`src/rtl/ahbextmemctrl_pkg.sv`:
```
// ahbextmemctrl_pkg: shared types and helpers for the external-memory AHB subordinate.
package ahbextmemctrl_pkg;

    typedef enum logic [1:0] {IDLE, ACCESS, ERR1, ERR2} ahbextstatetype;

    localparam logic [1:0] HTRANS_NONSEQ = 2'b10;
    localparam logic [1:0] HTRANS_SEQ    = 2'b11;

    // A transfer is legal when it fits in one bus beat and is naturally aligned.
    // The memory-map checker calls this too, so it only looks at the low address bits.
    function automatic logic legalTransfer(input logic [2:0] size,
                                           input logic [2:0] addrLow,
                                           input logic [2:0] maxSize);
        logic [7:0] mask;
        mask = (8'd1 << size) - 8'd1;
        return (size <= maxSize) && (({5'b0, addrLow} & mask) == 8'd0);
    endfunction

endpackage

```
`src/rtl/ahbextmemctrl_if.sv`:
```
// ahbextmemctrl_if: AHB-Lite signals between the SoC and the external-memory subordinate.
interface ahbextmemctrl_if #(
    parameter int AHBW    = 64,
    parameter int PA_BITS = 34
);
    logic                 HSELEXT;
    logic [PA_BITS-1:0]   HADDR;
    logic [1:0]           HTRANS;
    logic                 HWRITE;
    logic [2:0]           HSIZE;
    logic [AHBW-1:0]      HWDATA;
    logic [AHBW/8-1:0]    HWSTRB;
    logic                 HREADY;
    logic [AHBW-1:0]      HRDATAEXT;
    logic                 HREADYEXT;
    logic                 HRESPEXT;

    modport slave (
        input  HSELEXT, HADDR, HTRANS, HWRITE, HSIZE, HWDATA, HWSTRB, HREADY,
        output HRDATAEXT, HREADYEXT, HRESPEXT
    );

    modport master (
        output HSELEXT, HADDR, HTRANS, HWRITE, HSIZE, HWDATA, HWSTRB, HREADY,
        input  HRDATAEXT, HREADYEXT, HRESPEXT
    );
endinterface

```
`src/rtl/ahbextmemctrl_flop.sv`:
```
// Resettable flop primitives used for the controller's state and datapath registers.
module flopr #(
    parameter int WIDTH = 1
) (
    input  logic             clk,
    input  logic             reset,
    input  logic [WIDTH-1:0] i_d,
    output logic [WIDTH-1:0] o_q
);
    // Plain register with synchronous clear.
    always_ff @(posedge clk) begin
        if (reset) o_q <= '0;
        else       o_q <= i_d;
    end
endmodule

module flopenr #(
    parameter int WIDTH = 1
) (
    input  logic             clk,
    input  logic             reset,
    input  logic             i_en,
    input  logic [WIDTH-1:0] i_d,
    output logic [WIDTH-1:0] o_q
);
    // Register that only loads when enabled; reset has priority over the enable.
    always_ff @(posedge clk) begin
        if (reset)     o_q <= '0;
        else if (i_en) o_q <= i_d;
    end
endmodule

```
`src/rtl/ahbextmemctrl.sv`:
```
// ahbextmemctrl: AHB-Lite subordinate bridging the external-memory port to a
// request/acknowledge word-wide backend, with size/alignment errors and a stall timeout.
module ahbextmemctrl
    import ahbextmemctrl_pkg::*;
#(
    parameter int AHBW    = 64,
    parameter int PA_BITS = 34,
    parameter int TIMEOUT = 255
) (
    input  logic                clk,
    input  logic                reset,
    ahbextmemctrl_if.slave      ahb,
    output logic                MemReq,
    output logic                MemWrite,
    output logic [PA_BITS-1:0]  MemAdr,
    output logic [AHBW-1:0]     MemWData,
    output logic [AHBW/8-1:0]   MemWStrb,
    input  logic [AHBW-1:0]     MemRData,
    input  logic                MemAck
);
    localparam int             OFFB    = $clog2(AHBW/8);
    localparam logic [2:0]     MAXSIZE = 3'(OFFB);
    localparam int             CW      = $clog2(TIMEOUT+1);
    localparam logic [CW-1:0]  TMAX    = CW'(TIMEOUT);

    ahbextstatetype      r_state, w_nextState;
    logic [1:0]          r_stateBits;
    logic                w_accept, w_legal, w_canAccept, w_takeNew, w_startXfer;
    logic                w_inAccess, w_timedOut, w_cntEn;
    logic [CW-1:0]       r_waitCnt, w_cntD;
    logic [PA_BITS-1:0]  w_alignedAdr, r_adr;
    logic                r_write;

    assign r_state      = ahbextstatetype'(r_stateBits);
    assign w_inAccess   = (r_state == ACCESS);
    assign w_accept     = ahb.HSELEXT & ahb.HREADY &
                          ((ahb.HTRANS == HTRANS_NONSEQ) | (ahb.HTRANS == HTRANS_SEQ));
    assign w_legal      = legalTransfer(ahb.HSIZE, ahb.HADDR[2:0], MAXSIZE);
    assign w_canAccept  = (r_state == IDLE) | (r_state == ERR2) | (w_inAccess & MemAck);
    assign w_takeNew    = w_accept & w_canAccept;
    assign w_startXfer  = w_takeNew & w_legal;
    assign w_timedOut   = w_inAccess & ~MemAck & (r_waitCnt == TMAX);
    assign w_alignedAdr = {ahb.HADDR[PA_BITS-1:OFFB], OFFB'(0)};

    flopr #(.WIDTH(2)) stateReg (
        .clk(clk), .reset(reset), .i_d(w_nextState), .o_q(r_stateBits)
    );

    flopenr #(.WIDTH(PA_BITS+1)) ctrlReg (
        .clk(clk), .reset(reset), .i_en(w_takeNew),
        .i_d({w_alignedAdr, ahb.HWRITE}), .o_q({r_adr, r_write})
    );

    // The wait counter restarts at each new transfer and creeps up while the backend stalls,
    // holding at TIMEOUT rather than wrapping.
    assign w_cntEn = w_startXfer | (w_inAccess & ~MemAck & (r_waitCnt != TMAX));
    assign w_cntD  = w_startXfer ? '0 : r_waitCnt + CW'(1);

    flopenr #(.WIDTH(CW)) waitReg (
        .clk(clk), .reset(reset), .i_en(w_cntEn), .i_d(w_cntD), .o_q(r_waitCnt)
    );

    // Next-state and bus/backend response decode from the current state and handshake inputs.
    always_comb begin
        w_nextState   = r_state;
        ahb.HREADYEXT = 1'b0;
        ahb.HRESPEXT  = 1'b0;
        ahb.HRDATAEXT = '0;
        MemReq        = 1'b0;
        MemWStrb      = '0;
        case (r_state)
            IDLE: begin
                ahb.HREADYEXT = 1'b1;
                if (w_accept) w_nextState = w_legal ? ACCESS : ERR1;
            end
            ACCESS: begin
                MemReq = 1'b1;
                if (r_write) MemWStrb = ahb.HWSTRB;
                if (MemAck) begin
                    ahb.HREADYEXT = 1'b1;
                    if (!r_write) ahb.HRDATAEXT = MemRData;
                    if (w_accept) w_nextState = w_legal ? ACCESS : ERR1;
                    else          w_nextState = IDLE;
                end else if (w_timedOut) begin
                    w_nextState = ERR1;
                end
            end
            ERR1: begin
                ahb.HRESPEXT = 1'b1;
                w_nextState  = ERR2;
            end
            ERR2: begin
                ahb.HREADYEXT = 1'b1;
                ahb.HRESPEXT  = 1'b1;
                if (w_accept) w_nextState = w_legal ? ACCESS : ERR1;
                else          w_nextState = IDLE;
            end
            default: w_nextState = IDLE;
        endcase
    end

    assign MemWrite = r_write;
    assign MemAdr   = r_adr;
    assign MemWData = ahb.HWDATA;

endmodule
```
`src/flat_wrapper.sv`:
```
// flat-port wrapper written by rule: the top's interface ports become plain ports
module ahbextmemctrl_flat import ahbextmemctrl_pkg::*;
#(
    parameter int AHBW    = 64,
    parameter int PA_BITS = 34,
    parameter int TIMEOUT = 255
)
  (clk, reset, MemReq, MemWrite, MemAdr, MemWData, MemWStrb, MemRData, MemAck, ahb_HSELEXT, ahb_HADDR, ahb_HTRANS, ahb_HWRITE, ahb_HSIZE, ahb_HWDATA, ahb_HWSTRB, ahb_HREADY, ahb_HRDATAEXT, ahb_HREADYEXT, ahb_HRESPEXT);
  ahbextmemctrl_if #(.AHBW(AHBW), .PA_BITS(PA_BITS)) ahb_i ();
  input  logic clk;
  input  logic reset;
  output logic MemReq;
  output logic MemWrite;
  output logic [PA_BITS-1:0] MemAdr;
  output logic [AHBW-1:0] MemWData;
  output logic [AHBW/8-1:0] MemWStrb;
  input  logic [AHBW-1:0] MemRData;
  input  logic MemAck;
  input wire logic [$bits(ahb_i.HSELEXT)-1:0] ahb_HSELEXT;
  input wire logic [$bits(ahb_i.HADDR)-1:0] ahb_HADDR;
  input wire logic [$bits(ahb_i.HTRANS)-1:0] ahb_HTRANS;
  input wire logic [$bits(ahb_i.HWRITE)-1:0] ahb_HWRITE;
  input wire logic [$bits(ahb_i.HSIZE)-1:0] ahb_HSIZE;
  input wire logic [$bits(ahb_i.HWDATA)-1:0] ahb_HWDATA;
  input wire logic [$bits(ahb_i.HWSTRB)-1:0] ahb_HWSTRB;
  input wire logic [$bits(ahb_i.HREADY)-1:0] ahb_HREADY;
  output wire logic [$bits(ahb_i.HRDATAEXT)-1:0] ahb_HRDATAEXT;
  output wire logic [$bits(ahb_i.HREADYEXT)-1:0] ahb_HREADYEXT;
  output wire logic [$bits(ahb_i.HRESPEXT)-1:0] ahb_HRESPEXT;
  assign ahb_i.HSELEXT = ahb_HSELEXT;
  assign ahb_i.HADDR = ahb_HADDR;
  assign ahb_i.HTRANS = ahb_HTRANS;
  assign ahb_i.HWRITE = ahb_HWRITE;
  assign ahb_i.HSIZE = ahb_HSIZE;
  assign ahb_i.HWDATA = ahb_HWDATA;
  assign ahb_i.HWSTRB = ahb_HWSTRB;
  assign ahb_i.HREADY = ahb_HREADY;
  assign ahb_HRDATAEXT = ahb_i.HRDATAEXT;
  assign ahb_HREADYEXT = ahb_i.HREADYEXT;
  assign ahb_HRESPEXT = ahb_i.HRESPEXT;
  ahbextmemctrl #(.AHBW(AHBW), .PA_BITS(PA_BITS), .TIMEOUT(TIMEOUT)) u_core (.clk(clk), .reset(reset), .ahb(ahb_i), .MemReq(MemReq), .MemWrite(MemWrite), .MemAdr(MemAdr), .MemWData(MemWData), .MemWStrb(MemWStrb), .MemRData(MemRData), .MemAck(MemAck));
endmodule
```
`config.mk`:
```
export PLATFORM = sky130hd
export DESIGN_NAME = ahbextmemctrl_flat
export DESIGN_NICKNAME = d
export VERILOG_FILES = /design/src/rtl/ahbextmemctrl_pkg.sv /design/src/rtl/ahbextmemctrl_if.sv /design/src/rtl/ahbextmemctrl_flop.sv /design/src/rtl/ahbextmemctrl.sv /design/src/flat_wrapper.sv
export SDC_FILE = /design/constraint.sdc
export NUM_CORES = 1
export LEC_CHECK = 0
export ABC_AREA = 1
export ABC_CLOCK_PERIOD_IN_PS = 4470
export BUFFER_PORTS_ARGS = -buffer_cell sky130_fd_sc_hd__buf_2
export CAP_MARGIN = 20
export CORE_AREA = 2 2 136 138
export DETAILED_ROUTE_END_ITERATION = 10
export DIE_AREA = 0 0 138 140
export GPL_ROUTABILITY_DRIVEN = 0
export PLACE_DENSITY_LB_ADDON = 0.25
export SLEW_MARGIN = 5
export SYNTH_ARGS = -nofsm -noshare
export SYNTH_HDL_FRONTEND = slang
export SYNTH_SLANG_ARGS = --single-unit
```
`constraint.sdc`:
```
create_clock -name clk -period 4.47 [get_ports clk]
set_input_delay 0.6705 -clock clk [delete_from_list [all_inputs] [get_ports clk]]
set_output_delay 0.6705 -clock clk [all_outputs]
set_load 0.02 [all_outputs]
```
==> summary by stage <==
STA
The post-layout worst setup margin is ~1400 ps. The setup violation total in the final timing report is 0. Derived from the worst setup path, the maximum achievable clock frequency is between 300 and 400 MHz.

The final critical path takes up 68.97% of the cycle. Setup repair after global routing left no endpoint under its margin. The total negative slack for setup checks is 0 ps. Across the routed clock network, the largest skew measured is 3.171 ps. The minimum hold slack is ~500 ps.

At the pin with the least slew margin, the transition time is 934.0 ps. The number of pins with negative max-slew slack in the final report is 0. The count of final hold-check violations was 0. Measured against its own limit, the worst slew margin works out to a little under two fifths. Counting I/O delays and the setup requirement, the final critical path takes 3083 ps.

Pwr
Net switching is between 40% and 50% of the power. Of the total power, the clock network draws between 20% and 30%. The sum of internal, switching and leakage power is roughly 1.5 mW. The internal power is a little under 900 uW. The worst ir drop on vdd is ~0.25 mV. The leakage power summed over all cells is approximately 2.4 nW.

The register share of total power is 30.3%. In this run, the combinational gates consume 44.5% of the power. The net switching power figure is roughly 640 uW. The power per standard cell area is ~380 mW/mm2.

Route
The detailed-route vias per instance is between 3 and 4. The met1 layer wirelength in the final routing is a little over 5 mm. In this run the remaining antenna-violating nets after routing total 0. For this block, the via count after detailed routing is about 3300. The detailed-route wire length is 13.15 mm.

For this run, design rule violations remaining after detail routing come to 0. The number of violations reported at the end of detailed-routing iteration 0 is around 130. The average wire length per cell after detail routing is approximately 15 um. The top routing layer in use is met5. The met3 wire length is ~2.1 mm. The first detailed-routing pass took 4 iterations. The length of routed met2 wiring is 5.423 mm.

Die
For this configuration, the core starts out at a cell density of approximately 17%. The site row count is 49. The standard cell core area is 0.01778 mm2. The floorplan die width is ~140 um. The number of ports placed on the die boundary is between 300 and 400.

The die covers approximately 0.019 mm2. The die is between 100 and 150 um tall.

Setup path
The maximum fanout along the worst path is between 50 and 60. The worst setup path is launched from a flop. Measured in cells, the most critical reg-to-reg path has a length of 8. The destination of the critical timing path is ahb_HRDATAEXT[57]. Data on the critical path is required at its endpoint by 3800 ps.

The critical register-to-register path startpoint is u_core.stateReg.o_q[1]. STA classifies the critical path endpoint as a primary output. In this run the register-to-register setup slack is ~2300 ps. The endpoint identified for the worst register-to-register timing path is u_core.waitReg.o_q[3]. Data arrives at the worst endpoint at ~2400 ps.

The first element of the critical path is u_core.stateReg.o_q[1]. The worst setup path is of the flop to primary output kind.

Logic synthesis
The most common flop cell mapped by yosys is dfxtp_1. In the synthesized netlist, the cells that appear most often are nor2_1 (145), nand2_1 (90), buf_4 (67), dfxtp_1 (42), o21ai_0 (35). The share of synthesized area occupied by flip-flops and latches is 27.85%.

The combined area of all synthesized cells is between 0.003 and 0.004 mm2. By area the synthesized netlist is led by dfxtp_1 (28%), nor2_1 (18%), buf_4 (17%), nand2_1 (11%), o21ai_0 (5.8%). The share of the synthesized area in the top cell type is 27.85%. Counting every instance in the synthesized netlist gives approximately 490. The number of synthesis warnings is 0. The flip-flop and latch count after synthesis is 42.

Averaged over all synthesized cells, the footprint is approximately 6.2 um2. The proportion of register bits with asynchronous set or reset after synthesis is 0%. The synthesized netlist contains 22 unique library cells. The biggest area contributor in the post-synthesis netlist is dfxtp_1. The most instantiated library cell after synthesis is nor2_1. The number of enable flip-flop cells after synthesis is 0.

Placed design
The post-detailed-placement half-perimeter wirelength is approximately 11 mm. The placed instances occupy a cell area of approximately 0.0038 mm2. Before CTS, the worst setup slack after placement is roughly 1700 ps. The number of buffers inserted by port buffering is 222.

In this run, placement finished with an instance count of around 850.

Clock tree
In this run, CTS created clock tree buffers numbering 5. The number of buffers added to fix hold violations after cts is 0. The number of levels in the clock H-tree is 2.

For this design, the sink count on the clock tree is 42. The deepest clock path buffer count is 2. The clock network latency to the later pin of the worst-skew pair is between 200 and 300 ps.

Once the clock tree was built, the setup fixing pass inserted 0 buffers. The root buffer cell chosen for the clock tree is clkbuf_16. The number of cells upsized or downsized after cts is 0. After clock tree synthesis, the clock-pin slew on the worst setup and hold paths is about 60 ps. The TritonCTS clock tree is done.

Layout
The final layout net count is 819. The post-route netlist has between 30 and 40% of its cells at a drive strength greater than 1. From synthesis to final layout, the design area changed by 32.37%. Excluding fillers, the count of instances in the completed layout stands at approximately 860. The sequential cells in the finished layout cover a total of approximately 840 um2.

Measured on the finished design, the core utilization comes to about 22%. The final-layout fill cell count is ~2100. The total non-filler cell area in the finished layout is roughly 0.004 mm2. Summing all multi-input logic gate instances after layout gives ~0.0015 mm2.

GRT
Global routing used a little over an eighth of the available tracks across all layers. The maximum number of pins on one net before global-route repair is between 50 and 60. The initial antenna violation count was 6.

The via count of the first global-routing pass is 3188. The wire length of the first global-routing pass is 19.47 mm. The total overflow left after global routing is 0.

Status
The run finished with clean final reports.

Hold path
The worst min-delay path category is flop to flop.

Job
The count of max-cap constraint violations is 0.
[layer usage]
metal	global-route usage, %	vias to the layer above
met5	0	-
met3	9.607	29
met2	18.39	198
met1	14.94	1401
met4	5.371	4
li1	-	1705
[logic make-up after synthesis]
family	count (synthesis)	share of synthesized area, %
other	1	0.1242
DFF	42	27.85
AOI/OAI and AO/OA	48	8.662
adders and majority gates	7	2.901
xor gates and xnor gates	5	1.450
and+or+nand+nor	263	34.81
buffers and inverters	121	24.20
[power groups by stage]
stage	sequential, mW	combinational (mW)	clock [mW]
after floorplan	0.501	0.483	0
final	0.456	0.669	0.380
after detailed placement	0.463	0.675	0
after global placement	0.465	0.678	0
after CTS	0.456	0.678	0.396
after global routing	0.463	0.747	0.413
[area by class of cell]
class / instances / area share, %
clock inverters: 1 / 0.1252
multi-input cells: 326 / 36.41
flip-flops and latches: 42 / 21.07
repair buffers: 227 / 28.74
inverters: 29 / 2.724
diodes: 3 / 0.1879
clock buffers: 7 / 3.569
well taps: 229 / 7.170
[cell usage in the layout, fill, tap and decap left out, drive strengths merged, types with 7 or more instances in the layout]
cell type	synthesis	layout
buf	82	227
nor2	146	146
nand2	94	94
dfxtp	42	42
o21ai	35	35
inv	28	28
nand3	21	21
a21oi	12	12
ha	7	7
clkbuf	10	7
[state kept, by name (all words and copies together) (netlist names)]
name	count
u_core.stateReg.o_q	2
u_core.ctrlReg.o_q	32
u_core.waitReg.o_q	8
[worst min path at each step]
stage                           from                    end  slack [ps]  cells past startpoint
6_report       u_core.waitReg.o_q[1]  u_core.waitReg.o_q[1]         500                      2
4_1_cts        u_core.waitReg.o_q[1]  u_core.waitReg.o_q[1]         500                      2
5_1_grt        u_core.waitReg.o_q[1]  u_core.waitReg.o_q[1]         520                      2
2_1_floorplan  u_core.waitReg.o_q[1]  u_core.waitReg.o_q[1]         460                      2
3_3_place_gp   u_core.waitReg.o_q[1]  u_core.waitReg.o_q[1]         480                      2
3_5_place_dp   u_core.waitReg.o_q[1]  u_core.waitReg.o_q[1]         490                      2
[worst max-delay path, stage by stage (launching register included)]
cell	delay, ps
dfxtp_1	320
inv_1	130
ha_1	280
nand2_1	150
inv_2	610
buf_4	290
nand2_1	60
nor2_1	70
buf_2	170
Power figures use the tool's default switching activity.
